--- config.mk ---
export PLATFORM = sky130hd
export DESIGN_NAME = digital_lock_fsm
export DESIGN_NICKNAME = d
export VERILOG_FILES = /design/src/rtl/digital_lock_fsm.sv
export SDC_FILE = /design/constraint.sdc
export NUM_CORES = 1
export LEC_CHECK = 0
export CORE_MARGIN = 4
export CORE_UTILIZATION = 37
export DETAILED_ROUTE_END_ITERATION = 7
export PLACE_DENSITY = 0.83
export REMOVE_ABC_BUFFERS = 1
export SETUP_SLACK_MARGIN = 0.05
export SYNTH_ARGS = -nofsm -noshare
export SYNTH_HDL_FRONTEND = slang
export SYNTH_SLANG_ARGS = --single-unit
--- constraint.sdc ---
create_clock -name clk -period 2.6 [get_ports clk]
set_input_delay 0.39 -clock clk [delete_from_list [all_inputs] [get_ports clk]]
set_output_delay 0.39 -clock clk [all_outputs]
set_load 0.05 [all_outputs]
--- src/rtl/digital_lock_fsm.sv ---
// Keypad digital-lock controller: registered Moore FSM checking an 8-digit hex code
// entered one key per clock. The exported state is decoded by actuator/alarm logic.
//
// state | meaning
// LS0-7 | 0..7 code digits matched so far
// OPEN  | full code matched, lock released until LOCK key
// ALARM | wrong digit entered; sticky until reset
// INIT  | idle after reset, waiting for LOCK key to arm entry
module digital_lock_fsm (
    input  logic        clk,
    input  logic        rst,
    input  logic [4:0]  keyout,
    input  logic [31:0] seq,
    output logic [3:0]  state
);

    typedef enum logic [3:0] {
        LS0   = 4'd0,
        LS1   = 4'd1,
        LS2   = 4'd2,
        LS3   = 4'd3,
        LS4   = 4'd4,
        LS5   = 4'd5,
        LS6   = 4'd6,
        LS7   = 4'd7,
        OPEN  = 4'd8,
        ALARM = 4'd9,
        INIT  = 4'd10
    } state_t;

    state_t     cur;
    logic       key_lock;
    logic       key_digit;
    logic [3:0] digit;

    assign key_lock  = (keyout == 5'd16);
    assign key_digit = ~keyout[4];

    // Digit n sits at bit offset 28-4n; ~n*4 yields exactly that for n in 0..7.
    assign digit = seq[{~cur[2:0], 2'b00} +: 4];

    always_ff @(posedge clk or posedge rst) begin
        if (rst) begin
            cur <= INIT;
        end else begin
            case (cur)
                INIT: begin
                    if (key_lock) cur <= LS0;
                end
                LS0, LS1, LS2, LS3, LS4, LS5, LS6, LS7: begin
                    if (key_lock) begin
                        cur <= LS0;
                    end else if (key_digit) begin
                        if (keyout[3:0] != digit)
                            cur <= ALARM;
                        else if (cur == LS7)
                            cur <= OPEN;
                        else
                            cur <= state_t'(cur + 4'd1);
                    end
                end
                OPEN: begin
                    if (key_lock) cur <= LS0;
                end
                ALARM: begin
                    cur <= ALARM;
                end
                default: begin
                    cur <= INIT;
                end
            endcase
        end
    end

    assign state = cur;

endmodule

==> flow_summary.toml, run 1 <==
[routing]
met1_length_um = 758
wl_per_cell_um = 13.34
via_count = 802
drc = 0
wl_met2_um = 1019
dr.pass1.iters = 4
drt_wl_total_um = 1987
postRouteAntennaNets = 0
routed.top_layer = "met4"
routed_via_density = 5.383
met3_wirelength_um = 183
drt_iter0_drc = 21

[sta]
worst_pin_slew_ns = 0.5014
clock.fmax_mhz = 446.2
fin_setup_tns_ns = 0
slew_headroom_pct = 66.47
worst_slack_ns = 0.3588
fin_crit_sh_pct = 86.20
fin_skew_ns = 0.01274
rsz0062_at_grt = "no"
finalCriticalPeriod_ns = 2.241
setup-violations-final = 0
slew_viol_final = 0
hold_viol_final = 0

[clock_tree]
clk_path_buf_depth = 2
cts.sinks = 4
cts_root_buf = "clkbuf_4"
ctsHoldBuffers = 0
post_cts_buffers = 0
cts_made_buffers = 3
insertion_delay_ns = 0.25
htree_levels = 1
path_clk_slew_ns = 0.05
cts_resized = 0
cts_tree = "done"

[die]
dieWidth_um = 52.67
die-height_um = 52.67
initial_utilization_pct = 40.97
dieArea_mm2 = 0.002774
placeableCoreArea_mm2 = 0.001802
pin_count = 43
std_cell_rows = 15

[cells_and_area]
n_antenna_cell = 0
finalNonFillerCells = 149
fin_area_mm2 = 0.001197
utilization_pct = 66.46
drive_above_1_share_pct = 11.29
largest_reg_flops = 4
nFillCells = 153
area_growth_pct = 62.20
nNetsFinal = 168

[power]
p_leak_nw = 0.4678
ir_drop_uv = 408.6
pwr_density_cell_mw_per_mm2 = 696.1

[global_route]
grt_use_total_pct = 15.39
antenna_found_initial = 0
grt_max_degree = 17
grt_pass1_wl_um = 3132
first_global_vias = 782
grt_overflow_total = 0

[worst_setup_path]
start_kind = "flip-flop"
required_ns = 2.73
cp.arrival_ns = 2.37
cp-end-kind = "flip-flop"
crit_fanout = 14
path_class = "reg -> reg"

[yosys]
seq_area_frac_synth_pct = 13.90
postSynthCellCount = 82
syn-cell-area_um2 = 738.2
yosysWarnings = 0
ys_ff_latch = 4
synth.avg_cell_area_um2 = 9.003
ys_types = 39

[placement]
dp_slack_ns = 0.1987
hpwlAfterDp_um = 1687
place_congestion = 0.8491
placed_cells = 145
io_buffer_count = 42
place_area_mm2 = 0.001170

[outcome]
status = "completed"

[run]
maxCapViolCount = 0

[hold_path]
min_path_type = "in -> async"
cell usage after synthesis:
cell type	count	share of area [%]
a21o_1	1	1.0
a31oi_1	2	1.7
nand4_1	2	1.7
dfstp_2	2	7.1
nor4_4	1	2.9
buf_2	1	0.68
or4_1	1	1.0
a21oi_1	1	0.68
buf_1	1	0.51
o21a_1	2	2.0
inv_2	1	0.51
or3_1	2	1.7
o32a_2	1	1.5
buf_4	1	1.0
inv_1	4	2.0
nor2_1	5	2.5
mux4_1	4	14
or2_2	1	0.85
o21ai_0	4	2.7
o311ai_1	1	1.2
nor4_1	1	0.85
a31o_1	1	1.2
buf_6	1	1.5
a22oi_1	3	3.1
dfrtp_1	2	6.8
mux2_2	1	1.5
mux2i_1	8	11
nor4b_1	1	1.2
nand2_1	4	2.0
nor3_1	1	0.68
xnor2_1	4	4.7
o31ai_1	1	1.0
and2_1	1	0.85
mux2_4	1	2.0
nand3_1	5	3.4
o32ai_1	1	1.2
ha_1	4	6.8
nor2b_1	2	1.7
clkbuf_1	2	1.0
worst paths after layout:
check / from / endpoint / slack, ns / cells after the start
min in group clk: state[1] / state[3] / 0.78 / 3
max reg2reg: state[0] / state[2] / 0.36 / 8
min: rst / state[2] / 0.32 / 2
max in group asynchronous: rst / state[3] / 2.05 / 2
max: state[0] / state[2] / 0.36 / 8
min reg2reg: state[1] / state[3] / 0.78 / 3
cells by family after synthesis:
group                    count (synthesis)  share of synthesized area, %
adder cells (fa/ha/maj)                  4                         6.780
XOR/XNOR                                 4                         4.745
multiplexers                            14                         28.64
flip-flops                               4                         13.90
AND/OR/NAND/NOR                         27                         21.36
AO/OA/AOI/OAI                           18                         17.29
buffers and inverters                   11                         7.287
per-stage QoR:
stage          power (mW)  hold slack, ns
3_3_place_gp       0.7366          0.5851
2_1_floorplan      0.5570          0.1546
6_report           0.8335          0.3195
4_1_cts            0.8378          0.3164
5_1_grt            0.9044          0.3184
3_5_place_dp       0.7432          0.5764
critical path: stages, from the launching register on:
cell     delay, ns
dfrtp_2       0.56
inv_2         0.09
ha_1          0.24
nor4_1        0.42
or2_2         0.23
o21ai_0       0.11
a22oi_1       0.20
nor2b_1       0.07
o32a_2        0.19
report_power, final:
part | leakage, nW | switching, mW | internal [mW] | total [mW]
clock | 0.0150 | 0.0314 | 0.0580 | 0.0894
combinational | 0.406 | 0.307 | 0.306 | 0.613
sequential | 0.0470 | 0.0439 | 0.0870 | 0.131
total | 0.468 | 0.383 | 0.451 | 0.834
layout make-up:
| type | instances | area, um^2 | share of cell area [%] |
|---|---|---|---|
| Clock buffer | 4 | 26.28 | 2.194 |
| Inverter | 5 | 18.77 | 1.567 |
| Multi-Input combinational cell | 67 | 581.8 | 48.59 |
| Sequential cell | 4 | 103.9 | 8.673 |
| Tap cell | 25 | 31.28 | 2.612 |
| Timing Repair Buffer | 44 | 435.4 | 36.36 |
per-layer routing:
metal  up-vias  track usage (%)
met5         -                0
met2        41            28.72
met1       361            15.24
met3         2            4.274
met4         0            7.660
li1        398                -
layout by cell type (no fill, tap or decap), types with 3 or more instances in the layout:
cell	netlist	layout
clkbuf_4	0	3
ha_1	4	4
mux2i_1	8	8
clkdlybuf4s50_1	0	42
xnor2_1	4	4
nand2_1	4	4
nor2_1	5	5
o21ai_0	4	4
mux4_1	4	4
inv_1	4	4
nand3_1	5	5
a22oi_1	3	3
(Power assumes the default switching activity.)
==> inputs of run 2 (changes only) <==
--- a/config.mk
+++ b/config.mk
@@ -5,8 +5,10 @@
 export SDC_FILE = /design/constraint.sdc
 export NUM_CORES = 1
 export LEC_CHECK = 0
+export CELL_PAD_IN_SITES_DETAIL_PLACEMENT = 1
+export CELL_PAD_IN_SITES_GLOBAL_PLACEMENT = 1
 export CORE_MARGIN = 4
-export CORE_UTILIZATION = 37
+export CORE_UTILIZATION = 26
 export DETAILED_ROUTE_END_ITERATION = 7
 export PLACE_DENSITY = 0.83
 export REMOVE_ABC_BUFFERS = 1
==> run 2 against run 1 <==
  * Clock power is 12% lower
  * Largest power group unchanged
  * Critical path type unchanged
  * Final area is 2.0% higher
  * Sequential power is 9.9% higher
  * Sequential share of layout area is 0.27 points lower
  * Largest cell class unchanged
  * Highest routed layer unchanged
  * Fmax is 4.0% lower
  * Global-route usage is 1.4 points lower
==> flow_summary.toml, run 2 (same netlist as run 1, synthesis figures left out) <==
[sta]
finalCriticalPeriod_ns = 2.334
slew_headroom_pct = 64.51
fin_setup_tns_ns = 0
setup-violations-final = 0
rsz0062_at_grt = "no"
fin_hold_ws_ns = 0.3431
fin_skew_ns = 0.006701
worst_slack_ns = 0.2660
fin_crit_sh_pct = 89.77
clock.fmax_mhz = 428.5
hold_viol_final = 0
worst_pin_slew_ns = 0.5324
slew_viol_final = 0

[cells_and_area]
n_antenna_cell = 0
nNetsFinal = 170
largest_reg_flops = 4
final_common_cell = "clkdlybuf4s50_1"
drive_above_1_share_pct = 12.80
area_growth_pct = 65.42
final_cell_mix = "42 x clkdlybuf4s50_1, 8 x mux2i_1, 5 x nand3_1, 5 x nor2_1"

[global_route]
antenna_found_initial = 0
grt_use_total_pct = 14.03
grt_max_degree = 17
grt_pass1_wl_um = 3988
grt_overflow_total = 0
first_global_vias = 929

[routing]
via_count = 836
postRouteAntennaNets = 0
drt_iter0_drc = 13
routed_via_density = 5.359
drt_wl_total_um = 2471
drc = 0
wl_per_cell_um = 15.84
dr.pass1.iters = 4

[clock_tree]
htree_levels = 1
cts_tree = "done"
path_clk_slew_ns = 0.04
cts.sinks = 4
cts_root_buf = "clkbuf_4"
cts_made_buffers = 3
clk_path_buf_depth = 2
insertion_delay_ns = 0.24
ctsHoldBuffers = 0

[die]
dieArea_mm2 = 0.003756
die-height_um = 61.29
initial_utilization_pct = 27.00
placeableCoreArea_mm2 = 0.002734
std_cell_rows = 19
pin_count = 43
dieWidth_um = 61.29

[power]
ir_drop_uv = 474.4
p_leak_nw = 0.4795
pwr_density_cell_mw_per_mm2 = 714.8

[worst_setup_path]
path_class = "reg -> reg"
rr_worst_depth = 7
start_kind = "flip-flop"
reg2reg_from = "state[1]"
crit_fanout = 12
cp-end-kind = "flip-flop"
timing.rr.end = "state[2]"
cp.arrival_ns = 2.45
required_ns = 2.71
rrSetupSlack_ns = 0.27

[placement]
io_buffer_count = 42
dp_slack_ns = 0.2590
place_congestion = 0.9035
hpwlAfterDp_um = 2088

[hold_path]
min_path_type = "in -> async"

[outcome]
status = "completed"

[run]
maxCapViolCount = 0
## run 2: worst max-delay path by stage
stage,from,end,cells past startpoint
after detailed placement,state[1],state[2],8
after CTS,state[1],state[2],8
after floorplan,state[0],state[2],8
after global routing,state[1],state[2],8
final,state[1],state[2],7
after global placement,state[1],state[2],8
## run 2: power by group
part | internal (mW) | switching, mW
Sequential | 0.0868 | 0.0576
Clock | 0.0517 | 0.0271
Combinational | 0.331 | 0.319
## run 2: routing by layer
| layer | up-vias | track usage [%] | wire [um] |
|---|---|---|---|
| met4 | 0 | 1.858 | 12 |
| met2 | 47 | 25.83 | 1175 |
| met3 | 2 | 3.145 | 231 |
| li1 | 400 | - | - |
| met1 | 387 | 16.92 | 1052 |
| met5 | - | 0 | 0 |
## run 2: critical path: stages, from the launching register on
cell	delay, ns
dfstp_2	0.68
inv_1	0.17
ha_1	0.24
o21ai_0	0.40
o21ai_0	0.23
a22oi_1	0.22
nor2b_1	0.07
o32a_2	0.19
## run 2: final cells by class
type | instances | area [um^2]
clock buffer | 3 | 22.52
fill | 303 | 1513
inverter | 5 | 18.77
multi-input combinational | 67 | 588.1
sequential | 4 | 102.6
tap | 31 | 38.79
timing repair buffer | 46 | 450.4
## run 2: per-stage QoR
step                cells  area [um^2]  util (%)  power (mW)
finish                156         1221     44.67      0.8729
floorplan              76        703.2         -      0.5570
global route          156         1221     44.67      0.9449
CTS                   156         1215     44.44      0.8729
global placement      153         1192     43.62      0.7713
detailed placement    153         1192     43.62      0.7886
## run 2: repair_timing
item / CTS / global route
endpoints found under the setup margin: 0 / 1
resized for setup: 0 / 1
buffers inserted: 0 / 0
==> inputs of run 3 (changes only) <==
--- a/config.mk
+++ b/config.mk
@@ -10,6 +10,7 @@
 export CORE_MARGIN = 4
 export CORE_UTILIZATION = 26
 export DETAILED_ROUTE_END_ITERATION = 7
+export HOLD_SLACK_MARGIN = 0.02
 export PLACE_DENSITY = 0.83
 export REMOVE_ABC_BUFFERS = 1
 export SETUP_SLACK_MARGIN = 0.05
==> results of run 3 <==
The final DEF is identical to that of run 2; final timing and power are the same.
